[src/rtl/scaled_sprite_anim_renderer_pkg.sv]
// Shared types and bitmap generator for the scaled sprite animation renderer.
// Contents: rgb332_t, TRANSPARENT_ENCODING, anim_state_t, sprite_pixel().
// Imported by the interface, the frame ROM and the top.
package sprite_pkg;

  typedef logic [7:0] rgb332_t;

  localparam rgb332_t TRANSPARENT_ENCODING = 8'hFF;

  typedef enum logic [1:0] {
    ALIVE = 2'd0,
    POP   = 2'd1,
    GONE  = 2'd2
  } anim_state_t;

  // Bitmap content. Distances are taken in doubled units so that the centre
  // of an even-sized bitmap lands on a pixel corner. Frame 0 is a solid ball
  // with a bright core; pop frames are rings whose hole grows with the frame.
  function automatic rgb332_t sprite_pixel(int f, int y, int x, int w, int h,
                                           int nf, rgb332_t transp);
    int dx;
    int dy;
    int d2;
    int r2;
    logic [2:0] shade;
    dx    = 2 * x - (w - 1);
    dy    = 2 * y - (h - 1);
    d2    = dx * dx + dy * dy;
    r2    = w * w;
    shade = f[2:0];
    if (d2 > r2) return transp;
    if (f == 0) return (d2 * 4 <= r2) ? 8'hFC : 8'hF0;
    if (d2 * nf >= r2 * f) return {3'd7, shade, 2'b00};
    return transp;
  endfunction

endpackage

[src/rtl/scaled_sprite_anim_renderer_if.sv]
// Pixel/control bundle between ball logic, the sprite renderer and the drawing mux.
// master: drives offsets, bracket, visibility, frame strobe and pop/rearm requests.
// slave: the renderer; returns pixel, drawing request and animation status. Macro: SPRITE_TINT_EN.
interface scaled_sprite_anim_renderer_if;
  import sprite_pkg::*;

  logic        startOfFrame;
  logic [10:0] offsetX;
  logic [10:0] offsetY;
  logic        InsideRectangle;
  logic        visible;
  logic        popReq;
  logic        rearm;
`ifdef SPRITE_TINT_EN
  rgb332_t     tintColor;
`endif
  logic        drawingRequest;
  rgb332_t     RGBout;
  logic        popping;
  logic        popDone;

`ifdef SPRITE_TINT_EN
  modport master (output startOfFrame, offsetX, offsetY, InsideRectangle, visible,
                         popReq, rearm, tintColor,
                  input  drawingRequest, RGBout, popping, popDone);
  modport slave  (input  startOfFrame, offsetX, offsetY, InsideRectangle, visible,
                         popReq, rearm, tintColor,
                  output drawingRequest, RGBout, popping, popDone);
`else
  modport master (output startOfFrame, offsetX, offsetY, InsideRectangle, visible,
                         popReq, rearm,
                  input  drawingRequest, RGBout, popping, popDone);
  modport slave  (input  startOfFrame, offsetX, offsetY, InsideRectangle, visible,
                         popReq, rearm,
                  output drawingRequest, RGBout, popping, popDone);
`endif
endinterface

[src/rtl/scaled_sprite_anim_renderer_rom.sv]
// Combinational multi-frame sprite bitmap: pix_o = rom[frame_i][sy_i][sx_i].
// Ports: frame_i/sy_i/sx_i table indices (caller keeps them in range), pix_o RGB332 pixel.
// Table is elaborated from sprite_pkg::sprite_pixel, so it folds to constants.
module sprite_frame_rom
  import sprite_pkg::*;
#(
  parameter int      WIDTH_X     = 20,
  parameter int      HEIGHT_Y    = 20,
  parameter int      NUM_FRAMES  = 4,
  parameter rgb332_t TRANSPARENT = TRANSPARENT_ENCODING,
  localparam int     FW = $clog2(NUM_FRAMES),
  localparam int     YW = $clog2(HEIGHT_Y),
  localparam int     XW = $clog2(WIDTH_X)
) (
  input  logic [FW-1:0] frame_i,
  input  logic [YW-1:0] sy_i,
  input  logic [XW-1:0] sx_i,
  output rgb332_t       pix_o
);

  rgb332_t rom [NUM_FRAMES][HEIGHT_Y][WIDTH_X];

  for (genvar f = 0; f < NUM_FRAMES; f++) begin : g_f
    for (genvar y = 0; y < HEIGHT_Y; y++) begin : g_y
      for (genvar x = 0; x < WIDTH_X; x++) begin : g_x
        assign rom[f][y][x] = sprite_pixel(f, y, x, WIDTH_X, HEIGHT_Y,
                                           NUM_FRAMES, TRANSPARENT);
      end
    end
  end

  assign pix_o = rom[frame_i][sy_i][sx_i];

endmodule

[src/rtl/scaled_sprite_anim_renderer.sv]
// Scaled ball sprite with pop animation; one registered RGB332 pixel per clk (latency 1).
// Ports: clk, resetN (async, active-low), bus (slave modport: offsets/control in, pixel/status out).
// Optional SPRITE_TINT_EN: opaque pixels drawn during POP are replaced by tintColor.
module scaled_sprite_anim_renderer
  import sprite_pkg::*;
#(
  parameter int      WIDTH_X     = 20,
  parameter int      HEIGHT_Y    = 20,
  parameter int      SCALE_SHIFT = 1,
  parameter int      NUM_FRAMES  = 4,
  parameter int      FRAME_HOLD  = 6,
  parameter rgb332_t TRANSPARENT = TRANSPARENT_ENCODING
) (
  input  logic                          clk,
  input  logic                          resetN,
  scaled_sprite_anim_renderer_if.slave  bus
);

  localparam int FW = $clog2(NUM_FRAMES);
  localparam int YW = $clog2(HEIGHT_Y);
  localparam int XW = $clog2(WIDTH_X);
  localparam int HW = (FRAME_HOLD > 1) ? $clog2(FRAME_HOLD) : 1;

  anim_state_t   state_q, state_d;
  logic [FW-1:0] frame_q, frame_d;
  logic [HW-1:0] hold_q, hold_d;
  logic          pop_done_q, pop_done_d;
  rgb332_t       rgb_q, rgb_d;

  // ---------------- animation FSM ----------------
  always_comb begin
    state_d    = state_q;
    frame_d    = frame_q;
    hold_d     = hold_q;
    pop_done_d = 1'b0;
    if (bus.rearm) begin
      // rearm has priority over popReq in every state
      state_d = ALIVE;
      frame_d = '0;
      hold_d  = '0;
    end else begin
      unique case (state_q)
        ALIVE: begin
          frame_d = '0;
          if (bus.popReq) begin
            state_d = POP;
            frame_d = FW'(1);
            hold_d  = '0;
          end
        end
        POP: begin
          if (bus.startOfFrame) begin
            if (hold_q == HW'(FRAME_HOLD - 1)) begin
              hold_d = '0;
              if (frame_q == FW'(NUM_FRAMES - 1)) begin
                state_d    = GONE;
                pop_done_d = 1'b1;
              end else begin
                frame_d = frame_q + FW'(1);
              end
            end else begin
              hold_d = hold_q + HW'(1);
            end
          end
        end
        GONE: ;
        default: state_d = ALIVE;
      endcase
    end
  end

  // ---------------- pixel path ----------------
  logic [10:0]   sx, sy;
  logic          in_range;
  logic [XW-1:0] rom_x;
  logic [YW-1:0] rom_y;
  rgb332_t       rom_pix;

  assign sx       = bus.offsetX >> SCALE_SHIFT;
  assign sy       = bus.offsetY >> SCALE_SHIFT;
  assign in_range = (sx < 11'(WIDTH_X)) && (sy < 11'(HEIGHT_Y));
  // Out-of-range coordinates are forced to 0 so the ROM is never addressed past its edge.
  assign rom_x    = in_range ? sx[XW-1:0] : '0;
  assign rom_y    = in_range ? sy[YW-1:0] : '0;

  sprite_frame_rom #(
    .WIDTH_X     (WIDTH_X),
    .HEIGHT_Y    (HEIGHT_Y),
    .NUM_FRAMES  (NUM_FRAMES),
    .TRANSPARENT (TRANSPARENT)
  ) u_rom (
    .frame_i (frame_q),
    .sy_i    (rom_y),
    .sx_i    (rom_x),
    .pix_o   (rom_pix)
  );

  always_comb begin
    rgb_d = TRANSPARENT;
    if (bus.InsideRectangle && bus.visible && state_q != GONE && in_range) begin
      rgb_d = rom_pix;
`ifdef SPRITE_TINT_EN
      if (state_q == POP && rom_pix != TRANSPARENT) rgb_d = bus.tintColor;
`endif
    end
  end

  always_ff @(posedge clk or negedge resetN) begin
    if (!resetN) begin
      state_q    <= ALIVE;
      frame_q    <= '0;
      hold_q     <= '0;
      pop_done_q <= 1'b0;
      rgb_q      <= TRANSPARENT;
    end else begin
      state_q    <= state_d;
      frame_q    <= frame_d;
      hold_q     <= hold_d;
      pop_done_q <= pop_done_d;
      rgb_q      <= rgb_d;
    end
  end

  assign bus.RGBout         = rgb_q;
  assign bus.drawingRequest = (rgb_q != TRANSPARENT);
  assign bus.popping        = (state_q == POP);
  assign bus.popDone        = pop_done_q;

endmodule

[src/flat_wrapper.sv]
// flat-port wrapper written by rule: the top's interface ports become plain ports
module scaled_sprite_anim_renderer_flat import sprite_pkg::*;
#(
  parameter int      WIDTH_X     = 20,
  parameter int      HEIGHT_Y    = 20,
  parameter int      SCALE_SHIFT = 1,
  parameter int      NUM_FRAMES  = 4,
  parameter int      FRAME_HOLD  = 6,
  parameter rgb332_t TRANSPARENT = TRANSPARENT_ENCODING
)
  (clk, resetN, bus_startOfFrame, bus_offsetX, bus_offsetY, bus_InsideRectangle, bus_visible, bus_popReq, bus_rearm, bus_drawingRequest, bus_RGBout, bus_popping, bus_popDone);
  scaled_sprite_anim_renderer_if bus_i ();
  input  logic clk;
  input  logic resetN;
  input wire logic [$bits(bus_i.startOfFrame)-1:0] bus_startOfFrame;
  input wire logic [$bits(bus_i.offsetX)-1:0] bus_offsetX;
  input wire logic [$bits(bus_i.offsetY)-1:0] bus_offsetY;
  input wire logic [$bits(bus_i.InsideRectangle)-1:0] bus_InsideRectangle;
  input wire logic [$bits(bus_i.visible)-1:0] bus_visible;
  input wire logic [$bits(bus_i.popReq)-1:0] bus_popReq;
  input wire logic [$bits(bus_i.rearm)-1:0] bus_rearm;
  output wire logic [$bits(bus_i.drawingRequest)-1:0] bus_drawingRequest;
  output wire logic [$bits(bus_i.RGBout)-1:0] bus_RGBout;
  output wire logic [$bits(bus_i.popping)-1:0] bus_popping;
  output wire logic [$bits(bus_i.popDone)-1:0] bus_popDone;
  assign bus_i.startOfFrame = bus_startOfFrame;
  assign bus_i.offsetX = bus_offsetX;
  assign bus_i.offsetY = bus_offsetY;
  assign bus_i.InsideRectangle = bus_InsideRectangle;
  assign bus_i.visible = bus_visible;
  assign bus_i.popReq = bus_popReq;
  assign bus_i.rearm = bus_rearm;
  assign bus_drawingRequest = bus_i.drawingRequest;
  assign bus_RGBout = bus_i.RGBout;
  assign bus_popping = bus_i.popping;
  assign bus_popDone = bus_i.popDone;
  scaled_sprite_anim_renderer #(.WIDTH_X(WIDTH_X), .HEIGHT_Y(HEIGHT_Y), .SCALE_SHIFT(SCALE_SHIFT), .NUM_FRAMES(NUM_FRAMES), .FRAME_HOLD(FRAME_HOLD), .TRANSPARENT(TRANSPARENT)) u_core (.clk(clk), .resetN(resetN), .bus(bus_i));
endmodule
[config.mk]
export PLATFORM = sky130hd
export DESIGN_NAME = scaled_sprite_anim_renderer_flat
export DESIGN_NICKNAME = d
export VERILOG_FILES = /design/src/rtl/scaled_sprite_anim_renderer_pkg.sv /design/src/rtl/scaled_sprite_anim_renderer_if.sv /design/src/rtl/scaled_sprite_anim_renderer_rom.sv /design/src/rtl/scaled_sprite_anim_renderer.sv /design/src/flat_wrapper.sv
export SDC_FILE = /design/constraint.sdc
export NUM_CORES = 1
export LEC_CHECK = 0
export CORE_ASPECT_RATIO = 1.5
export CORE_MARGIN = 4
export CORE_UTILIZATION = 55
export DETAILED_ROUTE_END_ITERATION = 10
export DONT_BUFFER_PORTS = 1
export MAX_ROUTING_LAYER = met4
export PLACE_DENSITY = 0.77
export SETUP_SLACK_MARGIN = 0.3
export SLEW_MARGIN = 20
export SYNTH_ARGS = -nofsm -noshare
export SYNTH_HDL_FRONTEND = slang
export SYNTH_HIERARCHICAL = 1
export SYNTH_SLANG_ARGS = --single-unit
[constraint.sdc]
create_clock -name clk -period 3 [get_ports clk]
set_input_delay 0.3 -clock clk [delete_from_list [all_inputs] [get_ports clk]]
set_output_delay 0.3 -clock clk [all_outputs]
set_load 0.05 [all_outputs]
# Word-level counts from Yosys, hierarchy flattened
# Index checks and enable logic that the tools add are counted.
# W data, S select, Z words.
# totals
ff_bits,16
in_bits,29
out_inout_bits,11
elab_cells,70
# op_classes
addsub,2
order_cmp,5
n_eq_ne,12
mux,34
bitwise_logic,3
reduce_logical,9
# ops
op,count
$bmux W3200 S2,1
$mux W3200,2
$bmux W160 S5,1
$mux W160,2
$bmux W8 S5,1
$mux W8,3
$lt A10 B5 Y1 const B,2
$mux W2,9
$ge A6 B6 Y1 const B,2
$mux W3,4
$not A5 Y6,2
$mux W5,2
$ne A3 B3 Y1 const B,3
$ne A8 B8 Y1 const B,1
$mux W1,6
$ne A3 B2 Y1 const B,2
$pmux W2 S3,1
$pmux W3 S2,1
$reduce_and A5 Y1,1
$eq A2 B2 Y1 const B,2
$logic_and A1 B1 Y1,4
$ne A2 B2 Y1 const B,2
$pmux W2 S2,1
$reduce_and A4 Y1,1
9 further kinds,9

# Depth between registers and ports, before layout
# depth
depth_word,11
mapped_depth,16
mapped_depth_nobuf,12

# Modules after synthesis
# The synthesis kept the hierarchy.
# by_module_without_submodules
mod,instances,cells_per_inst,area_each_um2,seq_area_each_um2
sprite_frame_rom,1,409,2459.9,0.0
scaled_sprite_anim_renderer,1,83,839.6,410.4

# Worst setup path after synthesis
# Ideal clock, no wire load.
# synth_timing
path_type,in2reg
from,input bus_offsetX[6]
to,"register u_core.rgb_q[1], in the netlist u_core/bus.RGBout[1]"
setup_time_ps,82
t_arrival_ps,2879
required_time_ps,2918
path_slack_ps,39
cell_stages,14
n_path_buf,4
cell_sequence,nor4_2 nand3_1 nor3b_1 and2_1 buf_2 buf_2 buf_2 a22oi_1 o221a_2 a2111oi_0 a311o_1 nand3_1 buf_4 or2_1
# synth_between
elab_chain_len,11
word_cells_on_any_way,14
cone_classes,order compare: 1; mux: 9; bitwise: 2; reduce/logical: 2
# synth_rtl
item,line_no,source
from (decl),flat_wrapper.sv:16,input wire logic [$bits(bus_i.offsetX)-1:0] bus_offsetX;
$lt A10 B5 Y1,scaled_sprite_anim_renderer.sv:81,assign in_range = (sx < 11'(WIDTH_X)) && (sy < 11'(HEIGHT_Y));
$logic_and A1 B1 Y1,scaled_sprite_anim_renderer.sv:81,
$mux W5,scaled_sprite_anim_renderer.sv:84,assign rom_y = in_range ? sy[YW-1:0] : '0;
net u_core.rom_y[2],scaled_sprite_anim_renderer.sv:76,logic [YW-1:0] rom_y;
$not A5 Y6 (not written as such),scaled_sprite_anim_renderer_rom.sv:32,assign pix_o = rom[frame_i][sy_i][sx_i];
$bmux W160 S5,scaled_sprite_anim_renderer_rom.sv:32,
$mux W160 (not written as such) (2 in series),scaled_sprite_anim_renderer_rom.sv:32,
$bmux W8 S5,scaled_sprite_anim_renderer_rom.sv:32,
$mux W8 (not written as such) (2 in series),scaled_sprite_anim_renderer_rom.sv:32,
net u_core.rom_pix[1],scaled_sprite_anim_renderer.sv:77,rgb332_t rom_pix;
$mux W8,scaled_sprite_anim_renderer.sv:100,if (bus.InsideRectangle && bus.visible && state_q != GONE && in_range) begin
net u_core.rgb_d[1],scaled_sprite_anim_renderer.sv:28,"rgb332_t rgb_q, rgb_d;"
to (signal assigned),scaled_sprite_anim_renderer.sv:120,rgb_q <= rgb_d;
to (decl),scaled_sprite_anim_renderer.sv:28,
# The timed path passes the listed nets, and every way through them passes these cells. The select of a mux whose other input is x is not followed.
# A chain may end at the register's enable or synchronous reset.

# Final worst setup path
# layout_timing
from,input bus_offsetX[3]
to,"register u_core.rgb_q[1], in the netlist u_core/bus.RGBout[1]"
# layout_between
elab_chain_len,11
word_cells_on_any_way,14
cone_classes,order compare: 1; mux: 9; bitwise: 2; reduce/logical: 2
# layout_rtl
item,line_no
$lt A10 B5 Y1,scaled_sprite_anim_renderer.sv:81
$logic_and A1 B1 Y1,scaled_sprite_anim_renderer.sv:81
$mux W5,scaled_sprite_anim_renderer.sv:84
net u_core.rom_y[4],scaled_sprite_anim_renderer.sv:76
$not A5 Y6 (not written as such),scaled_sprite_anim_renderer_rom.sv:32
$bmux W160 S5,scaled_sprite_anim_renderer_rom.sv:32
$mux W160 (not written as such) (2 in series),scaled_sprite_anim_renderer_rom.sv:32
$bmux W8 S5,scaled_sprite_anim_renderer_rom.sv:32
$mux W8 (not written as such) (2 in series),scaled_sprite_anim_renderer_rom.sv:32
$mux W8,scaled_sprite_anim_renderer.sv:100
net u_core.rgb_d[1],scaled_sprite_anim_renderer.sv:28
# The timed path passes the listed nets, and every way through them passes these cells. The select of a mux whose other input is x is not followed.

==> results.json <==
{
  "setup_repair_after_global_routing_missed_its_margin": "yes",
  "synth_flop_cell": "sky130_fd_sc_hd__dfstp_2",
  "areaGrowthSynthToFinish_pct": 28.3,
  "post-layout-total-power_uw": 489,
  "syn-num-nets": 528,
  "routed-via-count": 4481,
  "die_w_um": 71.2,
  "placementRows": 34,
  "die_height_um": 103,
  "max_clock_freq_ghz": 0.350,
  "synth_largest_area_cell": "sky130_fd_sc_hd__a21oi_1",
  "core-area_um2": 5830,
  "portBuffers": 0,
  "synth_area_leaders": "sky130_fd_sc_hd__a21oi_1, sky130_fd_sc_hd__dfstp_2, sky130_fd_sc_hd__dfrtp_1",
  "drtPass1Iterations": 11,
  "final_min_period_over_clock_period": 0.953,
  "clkLatencyLatePin_ns": 0.25,
  "grt_overflow": 0,
  "drc": 3,
  "via_per_inst": 7.29,
  "floorplan.initialDensity": 0.566,
  "yosys_register_bits": 16,
  "postSynthAreaPerCell_um2": 6.71,
  "mappedNetlistArea_um2": 3300,
  "timing.final.hold_violations": 0,
  "first_global_vias": 4366,
  "final-max-slew-violation-count": 0,
  "post_dp_cell_area_um2": 3850,
  "vdd_ir_drop_max_uv": 126,
  "yosys_warnings": 6,
  "antenna_violations_before_repair": 0,
  "violations_in_the_final_reports": "DRC",
  "min-delay-start": "bus_rearm",
  "finalNetCount": 580,
  "cts_made_buffers": 3,
  "worstPathRequired_ns": 3.19,
  "worstHoldPathType": "input pin to flip-flop",
  "critical_path_maximum_fanout": 6,
  "grt_pass1_wl_um": 21700,
  "yosysSeqAreaShare": 0.124,
  "stdcell_area_um2": 4230,
  "clock_sinks": 16,
  "cts_root_buf": "sky130_fd_sc_hd__clkbuf_8",
  "critPathArrivalTime_ns": 3.05,
  "gpl_wtd_cong": 1.10,
  "outcome": "complete, but fails checks",
  "regToRegStartpoint": "u_core/frame_q[0]",
  "power-per-cell-area_nw_per_um2": 116,
  "fraction_of_layout_cells_with_a_size_suffix_above_1": 0.309,
  "worst_setup_path_start_kind": "input pin",
  "final_period_minus_worst_setup_slack_ns": 2.86,
  "cts_max_level": 1,
  "clock_tree_from_tritoncts": "built",
  "drt_wl_total_um": 14400,
  "yosys.cell_types.count": 77,
  "track_usage": 0.387,
  "antenna_violating_nets_post_route": 0,
  "hpwlAfterDp_um": 10200,
  "timing.max_slew.rel_slack": 0.541,
  "timing.reg2reg.setup_slack_ns": 0.29,
  "worstSetupStartpoint": "bus_offsetX[3]",
  "detail_route.iter0.violations": 714,
  "post_layout_nonfiller_instances": 615,
  "synth_enable_flop_cells": 0,
  "antenna_cells_inserted": 0,
  "synth_cells": 492,
  "numPlacedInstances": 594,
  "ioPinCount": 40,
  "worst-setup-path-type": "input pin to flip-flop",
  "clk_transition_reported_paths_ns": 0.06,
  "cts_buffer_depth": 2,
  "finalSetupViolations": 0,
  "setup.worst_path.end_class": "flip-flop",
  "max_cap_viol": 0,
  "avgRoutedWirePerCell_um": 23.5,
  "die_area_um2": 7330,
  "power.static_leakage_nw": 1.64,
  "grt_start_max_net_pins": 27,
  "worstMarginPinSlew_ns": 0.687,
  "synthArstFlopShare": 1.00,
  "synth_largest_type_area_fraction": 0.0652,
  "fin_skew_ns": 0.00734
}
## final timing paths
path                                        end  cells past startpoint
setup / recovery           u_core/bus.RGBout[1]                     13
min in group asynchronous      u_core/hold_q[0]                      1
setup reg to reg           u_core/bus.RGBout[4]                     10
hold / removal                u_core/state_q[1]                      1
max in group asynchronous     u_core/frame_q[0]                      1
hold reg to reg                u_core/hold_q[1]                      1
## power by group
part / switching (mW) / leakage [nW] / internal (mW) / total [mW]
Clock: 0.0706 / 0.0228 / 0.0941 / 0.165
Sequential: 0.00500 / 0.192 / 0.220 / 0.225
Combinational: 0.0609 / 1.42 / 0.0389 / 0.0998
## layout by cell type (no fill, tap or decap), types with 4 or more instances in the layout
cell                       instances
sky130_fd_sc_hd__nand4_1           7
sky130_fd_sc_hd__o221ai_1          7
sky130_fd_sc_hd__and3_1            7
sky130_fd_sc_hd__buf_6             6
sky130_fd_sc_hd__nand2b_1         13
sky130_fd_sc_hd__a211oi_1          4
sky130_fd_sc_hd__nor2_1           42
sky130_fd_sc_hd__and2_1            7
sky130_fd_sc_hd__nor3_1            6
sky130_fd_sc_hd__inv_1            10
sky130_fd_sc_hd__mux2i_1          10
sky130_fd_sc_hd__a31oi_1           6
sky130_fd_sc_hd__a211oi_2          4
sky130_fd_sc_hd__a21oi_1          42
sky130_fd_sc_hd__nor2b_1           7
sky130_fd_sc_hd__dfstp_2           8
sky130_fd_sc_hd__a22oi_1           7
sky130_fd_sc_hd__o21ai_1           6
sky130_fd_sc_hd__buf_12            4
sky130_fd_sc_hd__or2_1             9
sky130_fd_sc_hd__o21ai_0          35
sky130_fd_sc_hd__nand2_1          41
sky130_fd_sc_hd__and2_4            5
sky130_fd_sc_hd__dfrtp_1           7
sky130_fd_sc_hd__ha_1              5
sky130_fd_sc_hd__o211ai_1          8
sky130_fd_sc_hd__buf_4            89
sky130_fd_sc_hd__o22ai_1           6
sky130_fd_sc_hd__a311oi_1          4
sky130_fd_sc_hd__nand3_1          14
## metrics by stage
step,worst slack [ns],setup TNS (ns),hold slack [ns],util
after global routing,-0.0243,-0.0431,0.106,0.726
after CTS,0.266,0,0.111,0.700
after global placement,-0.0928,-0.337,0.00480,0.660
after detailed placement,-0.149,-0.547,0.00475,0.660
after floorplan,0.196,0,0.00441,-
final,0.140,0,0.115,0.726
## registers in the layout (all words and copies together), names as in the netlist
name / cells
u_core/hold_q: 3
u_core/frame_q: 2
u_core/state_q: 2
u_core/bus.RGBout: 8
u_core/bus.popDone: 1
## cell families (layout without fill, tap and decap cells)
kind of cell,Yosys count,count (layout),share of synthesized area
adder cells (fa/ha/maj),7,7,0.0265
multiplexers,14,14,0.0474
AO/OA/AOI/OAI,188,188,0.383
buffers and inverters,67,117,0.0940
flip-flops,16,16,0.124
AND/OR/NAND/NOR,197,198,0.316
XOR/XNOR,3,3,0.00797
## layer usage
metal	GRT usage	part of all wire
met5	-	0
met4	0.315	0.096
met3	0.0351	0.092
met2	0.637	0.47
met1	0.421	0.34
## synthesized netlist by cell type, types with 8 or more instances
cell type,number
sky130_fd_sc_hd__a211oi_1,8
sky130_fd_sc_hd__a21oi_1,43
sky130_fd_sc_hd__a22oi_1,8
sky130_fd_sc_hd__and2_1,13
sky130_fd_sc_hd__buf_2,17
sky130_fd_sc_hd__buf_4,8
sky130_fd_sc_hd__clkbuf_1,25
sky130_fd_sc_hd__dfrtp_1,8
sky130_fd_sc_hd__dfstp_2,8
sky130_fd_sc_hd__inv_1,12
sky130_fd_sc_hd__mux2i_1,10
sky130_fd_sc_hd__nand2_1,43
sky130_fd_sc_hd__nand2b_1,14
sky130_fd_sc_hd__nand3_1,15
sky130_fd_sc_hd__nor2_1,44
sky130_fd_sc_hd__nor2b_1,8
sky130_fd_sc_hd__o211ai_1,8
sky130_fd_sc_hd__o21ai_0,40
sky130_fd_sc_hd__o22ai_1,8
sky130_fd_sc_hd__or2_1,9
## timing repair
| item | CTS | global route |
|---|---|---|
| resized for setup | 24 | 32 |
| setup buffers | 9 | 6 |
| cloned | 1 | 0 |
| endpoints found under the hold margin | 16 | 0 |
| pin swaps | 7 | 13 |
| setup endpoints to repair | 5 | 5 |
| hold buffers | 1 | 0 |
## critical path: stages
cell and delay, ns:
sky130_fd_sc_hd__o21ai_0 0.31, sky130_fd_sc_hd__nand2_1 0.19, sky130_fd_sc_hd__nor2_4 0.20, sky130_fd_sc_hd__buf_4 0.13, sky130_fd_sc_hd__and2_2 0.24, sky130_fd_sc_hd__or3b_1 0.41, sky130_fd_sc_hd__a21oi_1 0.15, sky130_fd_sc_hd__a21oi_1 0.10
sky130_fd_sc_hd__a311oi_1 0.26, sky130_fd_sc_hd__o22ai_1 0.10, sky130_fd_sc_hd__or4_1 0.42, sky130_fd_sc_hd__nand3_1 0.12, sky130_fd_sc_hd__or2_1 0.11
## area by class of cell
type                       instances  area (µm²)
sequential                        16         412
timing repair buffer             100         826
multi-input combinational        410        2810
fill                             493        1600
inverter                          13        55.1
clock buffer                       4        45.0
tap                               72        90.1
Power figures use the tool's default switching activity.
